## src/rtl/bcd_updown_counter_n.sv

```systemverilog
`default_nettype none
// ============================================================================
// Module   : bcd_updown_counter_n
// Purpose  : N-digit BCD up/down counter with a programmable MIN..MAX range,
//            preset load, and wrap or saturate behaviour at the limits.
//            The carry and borrow pulses allow counters to be cascaded
//            (seconds -> minutes -> hours).
// Ports    : clk    - system clock, all state changes on posedge
//            rst    - synchronous active-high reset
//            EN     - count enable / tick; only reset acts while low
//            up     - increment request
//            down   - decrement request
//            Ld     - load LOAD_VAL (wins over a simultaneous step)
//            wrap   - 1 = wrap at the limits, 0 = saturate at the limits
//            out    - BCD count, digit 0 in [3:0]
//            carry  - one-clk pulse after an up-wrap MAX -> MIN
//            borrow - one-clk pulse after a down-wrap MIN -> MAX
//            at_max - high while out == MAX_VAL
//            at_min - high while out == MIN_VAL
// Options  : define CNT_AUTOREPEAT_EN to make up/down edge-qualified with
//            auto-repeat (REP_DELAY ticks, then one step every REP_PERIOD).
// Revision : 1.0 - initial release
// ============================================================================
module bcd_updown_counter_n #(
   parameter int DIGITS     = 2,
   parameter int MIN_VAL    = 0,
   parameter int MAX_VAL    = 59,
   parameter int LOAD_VAL   = 6,
   parameter int REP_DELAY  = 8,
   parameter int REP_PERIOD = 2
) (
   input  logic                  clk,
   input  logic                  rst,
   input  logic                  EN,
   input  logic                  up,
   input  logic                  down,
   input  logic                  Ld,
   input  logic                  wrap,
   output logic [4*DIGITS-1:0]   out,
   output logic                  carry,
   output logic                  borrow,
   output logic                  at_max,
   output logic                  at_min
);

   localparam int W = 4 * DIGITS;

   // Decimal to packed BCD, used to build the constant limits.
   function automatic logic [W-1:0] f_to_bcd(input int value);
      logic [W-1:0] v_bcd;
      int           v_rem;
      v_bcd = '0;
      v_rem = value;
      for (int i = 0; i < DIGITS; i++) begin
         v_bcd[4*i +: 4] = 4'(v_rem % 10);
         v_rem           = v_rem / 10;
      end
      return v_bcd;
   endfunction

   function automatic longint f_pow10(input int n);
      longint v_p;
      v_p = 1;
      for (int i = 0; i < n; i++) begin
         v_p = v_p * 10;
      end
      return v_p;
   endfunction

   localparam logic [W-1:0] c_MIN_BCD  = f_to_bcd(MIN_VAL);
   localparam logic [W-1:0] c_MAX_BCD  = f_to_bcd(MAX_VAL);
   localparam logic [W-1:0] c_LOAD_BCD = f_to_bcd(LOAD_VAL);

   // ------------------------------------------------------------------------
   // Elaboration-time parameter checks
   // ------------------------------------------------------------------------
   if (MIN_VAL > MAX_VAL) begin : g_chk_min_max
      $fatal(1, "bcd_updown_counter_n: MIN_VAL > MAX_VAL");
   end
   if ((LOAD_VAL < MIN_VAL) || (LOAD_VAL > MAX_VAL)) begin : g_chk_load
      $fatal(1, "bcd_updown_counter_n: LOAD_VAL outside MIN_VAL..MAX_VAL");
   end
   if ((MIN_VAL < 0) || (longint'(MAX_VAL) >= f_pow10(DIGITS))) begin : g_chk_digits
      $fatal(1, "bcd_updown_counter_n: range does not fit in DIGITS");
   end
   if ((REP_DELAY < 1) || (REP_PERIOD < 1)) begin : g_chk_rep
      $fatal(1, "bcd_updown_counter_n: REP_DELAY/REP_PERIOD must be >= 1");
   end

   // ------------------------------------------------------------------------
   // Registers
   // ------------------------------------------------------------------------
   logic [W-1:0] r_out;
   logic         r_carry;
   logic         r_borrow;
   logic         r_at_max;
   logic         r_at_min;

   // ------------------------------------------------------------------------
   // Step request decode; simultaneous up and down cancel out.
   // ------------------------------------------------------------------------
   logic w_step_up;
   logic w_step_dn;
   logic w_fire_up;
   logic w_fire_dn;

   assign w_step_up = up & ~down;
   assign w_step_dn = down & ~up;

`ifdef CNT_AUTOREPEAT_EN
   localparam int c_REP_MAX = (REP_DELAY > REP_PERIOD) ? REP_DELAY : REP_PERIOD;
   localparam int c_RW      = $clog2(c_REP_MAX + 1);
   localparam logic [c_RW-1:0] c_DELAY  = c_RW'(REP_DELAY);
   localparam logic [c_RW-1:0] c_PERIOD = c_RW'(REP_PERIOD);

   logic [1:0]      r_req_prev;   // request seen on the previous EN tick
   logic [c_RW-1:0] r_rep_cnt;    // EN ticks since the last step
   logic            r_repeating;  // initial delay done, now on period
   logic [1:0]      w_req;
   logic            w_new;
   logic            w_rep_hit;
   logic            w_fire;

   assign w_req     = {w_step_dn, w_step_up};
   // A request that differs from the last tick's request counts as a new
   // press, so switching directly from up to down also steps at once.
   assign w_new     = (w_req != 2'b00) && (w_req != r_req_prev);
   assign w_rep_hit = (w_req != 2'b00) && !w_new &&
                      (r_repeating ? (r_rep_cnt == c_PERIOD)
                                   : (r_rep_cnt == c_DELAY));
   assign w_fire    = w_new | w_rep_hit;
   assign w_fire_up = w_fire & w_step_up;
   assign w_fire_dn = w_fire & w_step_dn;

   always_ff @(posedge clk) begin
      if (rst) begin
         r_req_prev  <= 2'b00;
         r_rep_cnt   <= '0;
         r_repeating <= 1'b0;
      end else if (EN) begin
         r_req_prev <= w_req;
         if (Ld || (w_req == 2'b00)) begin
            r_rep_cnt   <= '0;
            r_repeating <= 1'b0;
         end else if (w_fire) begin
            r_rep_cnt   <= c_RW'(1);
            r_repeating <= w_rep_hit;
         end else begin
            r_rep_cnt   <= r_rep_cnt + c_RW'(1);
         end
      end
   end
`else
   assign w_fire_up = w_step_up;
   assign w_fire_dn = w_step_dn;
`endif

   // ------------------------------------------------------------------------
   // Per-digit BCD increment / decrement with ripple between digits
   // ------------------------------------------------------------------------
   logic [W-1:0] w_inc;
   logic [W-1:0] w_dec;
   logic         w_inc_c;
   logic         w_dec_b;

   always_comb begin
      w_inc   = r_out;
      w_inc_c = 1'b1;
      for (int i = 0; i < DIGITS; i++) begin
         if (w_inc_c) begin
            if (r_out[4*i +: 4] == 4'd9) begin
               w_inc[4*i +: 4] = 4'd0;
            end else begin
               w_inc[4*i +: 4] = r_out[4*i +: 4] + 4'd1;
               w_inc_c         = 1'b0;
            end
         end
      end
   end

   always_comb begin
      w_dec   = r_out;
      w_dec_b = 1'b1;
      for (int i = 0; i < DIGITS; i++) begin
         if (w_dec_b) begin
            if (r_out[4*i +: 4] == 4'd0) begin
               w_dec[4*i +: 4] = 4'd9;
            end else begin
               w_dec[4*i +: 4] = r_out[4*i +: 4] - 4'd1;
               w_dec_b         = 1'b0;
            end
         end
      end
   end

   // ------------------------------------------------------------------------
   // Next-state selection: !EN hold > Ld > step
   // ------------------------------------------------------------------------
   logic [W-1:0] w_nxt_out;
   logic         w_nxt_carry;
   logic         w_nxt_borrow;

   always_comb begin
      w_nxt_out    = r_out;
      w_nxt_carry  = 1'b0;
      w_nxt_borrow = 1'b0;
      if (EN) begin
         if (Ld) begin
            w_nxt_out = c_LOAD_BCD;
         end else if (w_fire_up) begin
            if (!r_at_max) begin
               w_nxt_out = w_inc;
            end else if (wrap) begin
               w_nxt_out   = c_MIN_BCD;
               w_nxt_carry = 1'b1;
            end
         end else if (w_fire_dn) begin
            if (!r_at_min) begin
               w_nxt_out = w_dec;
            end else if (wrap) begin
               w_nxt_out    = c_MAX_BCD;
               w_nxt_borrow = 1'b1;
            end
         end
      end
   end

   // Flags are derived from the next value so they always match out.
   always_ff @(posedge clk) begin
      if (rst) begin
         r_out    <= c_MIN_BCD;
         r_carry  <= 1'b0;
         r_borrow <= 1'b0;
         r_at_min <= 1'b1;
         r_at_max <= (c_MIN_BCD == c_MAX_BCD);
      end else begin
         r_out    <= w_nxt_out;
         r_carry  <= w_nxt_carry;
         r_borrow <= w_nxt_borrow;
         r_at_min <= (w_nxt_out == c_MIN_BCD);
         r_at_max <= (w_nxt_out == c_MAX_BCD);
      end
   end

   assign out    = r_out;
   assign carry  = r_carry;
   assign borrow = r_borrow;
   assign at_max = r_at_max;
   assign at_min = r_at_min;

endmodule
`default_nettype wire

```

## config.mk

```make
export PLATFORM = sky130hd
export DESIGN_NAME = bcd_updown_counter_n
export DESIGN_NICKNAME = d
export VERILOG_FILES = /design/src/rtl/bcd_updown_counter_n.sv
export SDC_FILE = /design/constraint.sdc
export NUM_CORES = 1
export LEC_CHECK = 0
export ABC_AREA = 1
export BUFFER_PORTS_ARGS = -buffer_cell sky130_fd_sc_hd__buf_2
export CORE_MARGIN = 1.5
export CORE_UTILIZATION = 25
export DETAILED_ROUTE_END_ITERATION = 8
export GPL_TIMING_DRIVEN = 1
export SLEW_MARGIN = 10
export SYNTH_ARGS = -nofsm -noshare
export SYNTH_HDL_FRONTEND = slang
export SYNTH_SLANG_ARGS = --single-unit
```

## constraint.sdc

```tcl
create_clock -name clk -period 3.7 [get_ports clk]
set_input_delay 0.185 -clock clk [delete_from_list [all_inputs] [get_ports clk]]
set_output_delay 0.185 -clock clk [all_outputs]
set_load 0.02 [all_outputs]
```

After elaboration in Yosys (flattened, before gate mapping)
Index checks and enable logic that the tools add are counted.
Operators by class
  add/subtract/negate cells: 4
  multipliers: 0
  divide/modulo/power cells: 0
  $lt $le $gt $ge: 0
  equal/unequal tests: 3
  shift-type cells: 0
  multiplexer cells: 17
  bitwise operators: 9
  reductions and logical operators: 5
Operators with widths (number)
  two-way mux 8 bit: 8
  two-way mux 4 bit: 6
  adder 4 x 1 -> 4 bit (second input constant): 2
  == test 4 bit (second input constant): 2
  == test 8 x 7 -> 1 bit (second input constant): 1
  zero test 4 bit: 2
  zero test 8 bit: 1
  subtractor 4 x 1 -> 4 bit (second input constant): 2
  NOT 1 bit: 7
  OR reduction 6 bit: 1
  OR reduction 5 bit: 1
  two-way mux 1 bit: 3
  AND 1 bit: 2
Storage, ports and cells
  bits in registers: 12
  bits in latches: 0
  memory bits (writable): 0
  ROM bits: 0
  output and inout bits: 12
  word-level logic and storage cells: 43
  memories: 0

Longest topological paths before layout
  depth after elaboration: 9
  depth in mapped cells: 15
  gate-level depth less buffers: 15

Worst setup path after synthesis
No wires, ideal clock.
  kind: reg2reg
  from: register r_out[4] (netlist: out[4])
  to: register r_at_min (netlist: at_min)
  library setup time: 58 ps
  arrival: 1628 ps
  slack: 2013 ps
  cell stages (with the launch flop): 16
  buffers on the path: 0
  clock period less this slack: 1687 ps
  path through: dfxtp_1 > inv_1 > ha_1 > inv_1 > nor3_1 > nor2_1 > nand2_1 > nand2_1 > nand2_1 > nand2_1 > nand2_1 > nand2_1 > nand3_1 > nor2_1 > nand2_1 > nand2_1
Between the ends
  word-level cells in the longest chain between the ends: 9
RTL lines
  start, declared: RTL line 93  | logic [W-1:0] r_out;
  start signal, assigned: RTL line 231  | r_out <= c_MIN_BCD;
  start signal, assigned: RTL line 237  | r_out <= w_nxt_out;
  subtractor 4 x 1 -> 4 bit / zero test 4 bit (equally long branches): RTL line 189, 186
  two-way mux 4 bit: RTL line 186  | if (r_out[4*i +: 4] == 4'd0) begin
  two-way mux 4 bit: RTL line 185  | if (w_dec_b) begin
  two-way mux 8 bit: RTL line 218  | if (!r_at_min) begin
  two-way mux 8 bit: RTL line 217  | end else if (w_fire_dn) begin
  two-way mux 8 bit: RTL line 210  | end else if (w_fire_up) begin
  two-way mux 8 bit: RTL line 208  | if (Ld) begin
  two-way mux 8 bit (*): RTL line 207  | if (EN) begin
  zero test 8 bit (*): RTL line 240  | r_at_min <= (w_nxt_out == c_MIN_BCD);
  end signal, assigned: RTL line 240
  end, declared: RTL line 97  | logic r_at_min;
Every way passes the cells marked *; elsewhere a longest branch is shown, timed or not.
A chain may end at the register's enable or synchronous reset.

Final worst setup path
  from: register r_out[5] (netlist: out[5])
  to: register r_at_min (netlist: at_min)
Same word-level chain as after synthesis.

==> impl_metrics.csv <==
group,metric,value,unit
die,die_y,68.5,um
finish,diodes,0,
route,drt_iter0_drc,56,
place,place.gp.congestion,0.892,
timing,slew_viol_final,0,
timing,setup_viol,0,
timing,maxClockFrequency,563,MHz
route,first_pass_iters,4,
global_routing,met1_usage,18.8,%
timing,rsz0062_at_grt,"no",
finish,regArea,240,sq um
finish,fin_cells,260,
die,die_w,68.5,um
logic_synthesis,netlist_top_cells_area,"nand2_1 (23%), dfxtp_1 (22%), nand3_1 (11%), inv_1 (7.0%), nor2_1 (6.7%)",
clocking,clk_path_buf_depth,2,
worst_setup_path,path_max_fanout,6,
min_path,hold_path_class,"input port to flip-flop",
finish,layout_common_cells,"nand2_1 (65), nand3_1 (23), inv_1 (20)",
timing,finalHoldViolations,0,
global_routing,track_usage,14.6,%
place,dp.cells,256,
route,wire_per_inst,12.3,um
timing,skew,0.00418,ns
clocking,cts-root-buf,"clkbuf_8",
global_routing,grt_pass1_wl,5.06,mm
timing,worst_pin_slew,0.360,ns
global_routing,grt_overflow_total,0,
logic_synthesis,yosysSeqAreaShare,22.4,%
route,drc,0,
clocking,cts.clk_slew.worst_paths,0.06,ns
logic_synthesis,synth.largest_area_cell,"nand2_1",
route,viasPerCell,4.76,
global_routing,top_usage_layer,"met2",
pwr,powerDensity,312,nW/um^2
worst_setup_path,path_common_cell,"nand2_1",
logic_synthesis,ys_seq_elements,12,
finish,layout_commonest_cell,"nand2_1",
clocking,hold_buffers,0,
worst_setup_path,worstPathRequired,3.90,ns
worst_setup_path,end_kind,"flip-flop",
logic_synthesis,syn-cell-area,1070,sq um
finish,drive_above_1_share,17.6,%
route,wl,3.20,mm
logic_synthesis,synth_fp_nets,200,
pwr,p_leak,0.650,nW
die,core_area,4060,sq um
worst_setup_path,crit_slowest_cell,"dfxtp_1",
clocking,cts_resized,0,
clocking,cts_setup_buffers,0,
worst_setup_path,startpoint_type,"flip-flop",
global_routing,grt_pass1_vias,1101,
status,status,"complete, no violations",
clocking,numCtsBuffers,3,
logic_synthesis,avgSynthCellArea,5.64,sq um
die,die_area,4690,sq um
finish,fillers,448,
clocking,clk_latency,0.25,ns
logic_synthesis,synth_top_area_share,22.8,%
timing,fin_tns_setup,0,ns
clocking,cts_sinks,12,
timing,final.min_clock_period,1.77,ns
global_routing,antenna_found_initial,0,
timing,finalCritPeriodShare,48.0,%
logic_synthesis,yosys_warnings,0,
global_routing,use_met2,24.8,%
finish,multi_input_area,732,sq um
finish,fin_nets,221,
worst_setup_path,crit_path_cell_trace,"inv_1 > ha_1 > inv_1 > nor3_1 > nor2_1 > nand2_1 > nand2_1 > nand2_1 > nand2_1 > nand2_1 > nand2_1 > nand3_1 > nor2_1 > nand2_1 > nand2_1",
die,ios,19,
route,postRouteAntennaNets,0,
place,io_buffer_count,18,
clocking,h-tree-depth,1,
die,num_rows,23,
die,initial_core_util,26.4,%
worst_setup_path,critical_path_class,"flip-flop to flip-flop",
route,routed-via-count,1237,
place,dp_hpwl,2.57,mm
pwr,ir_worst_vdd,135,uV
job,cap_violations,0,
logic_synthesis,syn_inst,190,
global_routing,grt_max_degree,12,
worst_setup_path,critPathMaxStageDelay,0.42,ns
finish,synthToLayoutAreaGrowth,18.6,%
worst_setup_path,critPathArrivalTime,1.97,ns
clocking,cts_tree,"done",
global_routing,use_met3,2.14,%
timing,slew_headroom,75.9,%
logic_synthesis,yosysUniqueCellTypes,22,
## cells by family (layout without fill, tap and decap cells)
kind of cell | Yosys count | in the layout | synth area share [%]
AOI/OAI and AO/OA | 25 | 25 | 12.7
and+or+nand+nor | 124 | 124 | 52.1
buffers and inverters | 26 | 46 | 9.23
DFF | 12 | 12 | 22.4
adders and majority gates | 3 | 3 | 3.51
## flip-flops by register name (all words and copies together), names as in the netlist
signal	cells
out	8
at_max	1
at_min	1
borrow	1
carry	1
## final timing paths
path	start	to	slack, ns	cells after the start
max	out[5]$_SDFF_PP0_	at_min$_SDFF_PP1_	1.93	15
min	wrap	carry$_SDFF_PP0_	0.23	3
max reg2reg	out[5]$_SDFF_PP0_	at_min$_SDFF_PP1_	1.93	15
min reg2reg	at_max$_SDFF_PP0_	carry$_SDFF_PP0_	0.59	2
## through the flow
stage | utilization, % | cell area, sq um | worst slack (ns) | hold slack (ns) | total power, mW
after floorplan | - | 1070 | 2.01 | 0.266 | 0.220
after global placement | 29.9 | 1210 | 1.94 | 0.488 | 0.250
after detailed placement | 29.9 | 1210 | 1.93 | 0.485 | 0.249
after CTS | 31.3 | 1270 | 1.91 | 0.225 | 0.398
after global routing | 31.3 | 1270 | 1.61 | 0.248 | 0.418
final | 31.3 | 1270 | 1.93 | 0.232 | 0.397
## report_power, final
group	total, mW	switching [mW]	internal, mW	leakage, nW
Clock	0.150	0.0553	0.0943	0.0288
Sequential	0.145	0.0104	0.135	0.0980
Combinational	0.102	0.0692	0.0326	0.523
## metal layers
metal | share of wire (%) | routed length, um
met2 | 48 | 1530
met4 | 1.3 | 42
met3 | 5.5 | 177
met1 | 45 | 1440
met5 | 0 | 0
## cell usage after synthesis, drive strengths merged
cell and n:
nand2 70, inv 24, nor2 24, nand3 23, a21oi 12, dfxtp 12
o21ai 9, ha 3, nor3 3, o211ai 3, clkbuf 2, nand4 2
nor4 2, o2111ai 1
## layout make-up
cell class | instances | share of cell area, %
Clock buffer | 4 | 4.33
Tap cell | 50 | 4.93
Sequential cell | 12 | 18.9
Multi-Input combinational cell | 152 | 57.6
Timing Repair Buffer | 18 | 7.09
Inverter | 24 | 7.09
## worst max-delay path: cells and delay by family, from the launching register on
family,cells,cell delay (ns)
adder cells (fa/ha/maj),1,0.23
buffers and inverters,2,0.19
flip-flops,1,0.42
AND/OR/NAND/NOR,12,0.89
Power figures use the tool's default switching activity.
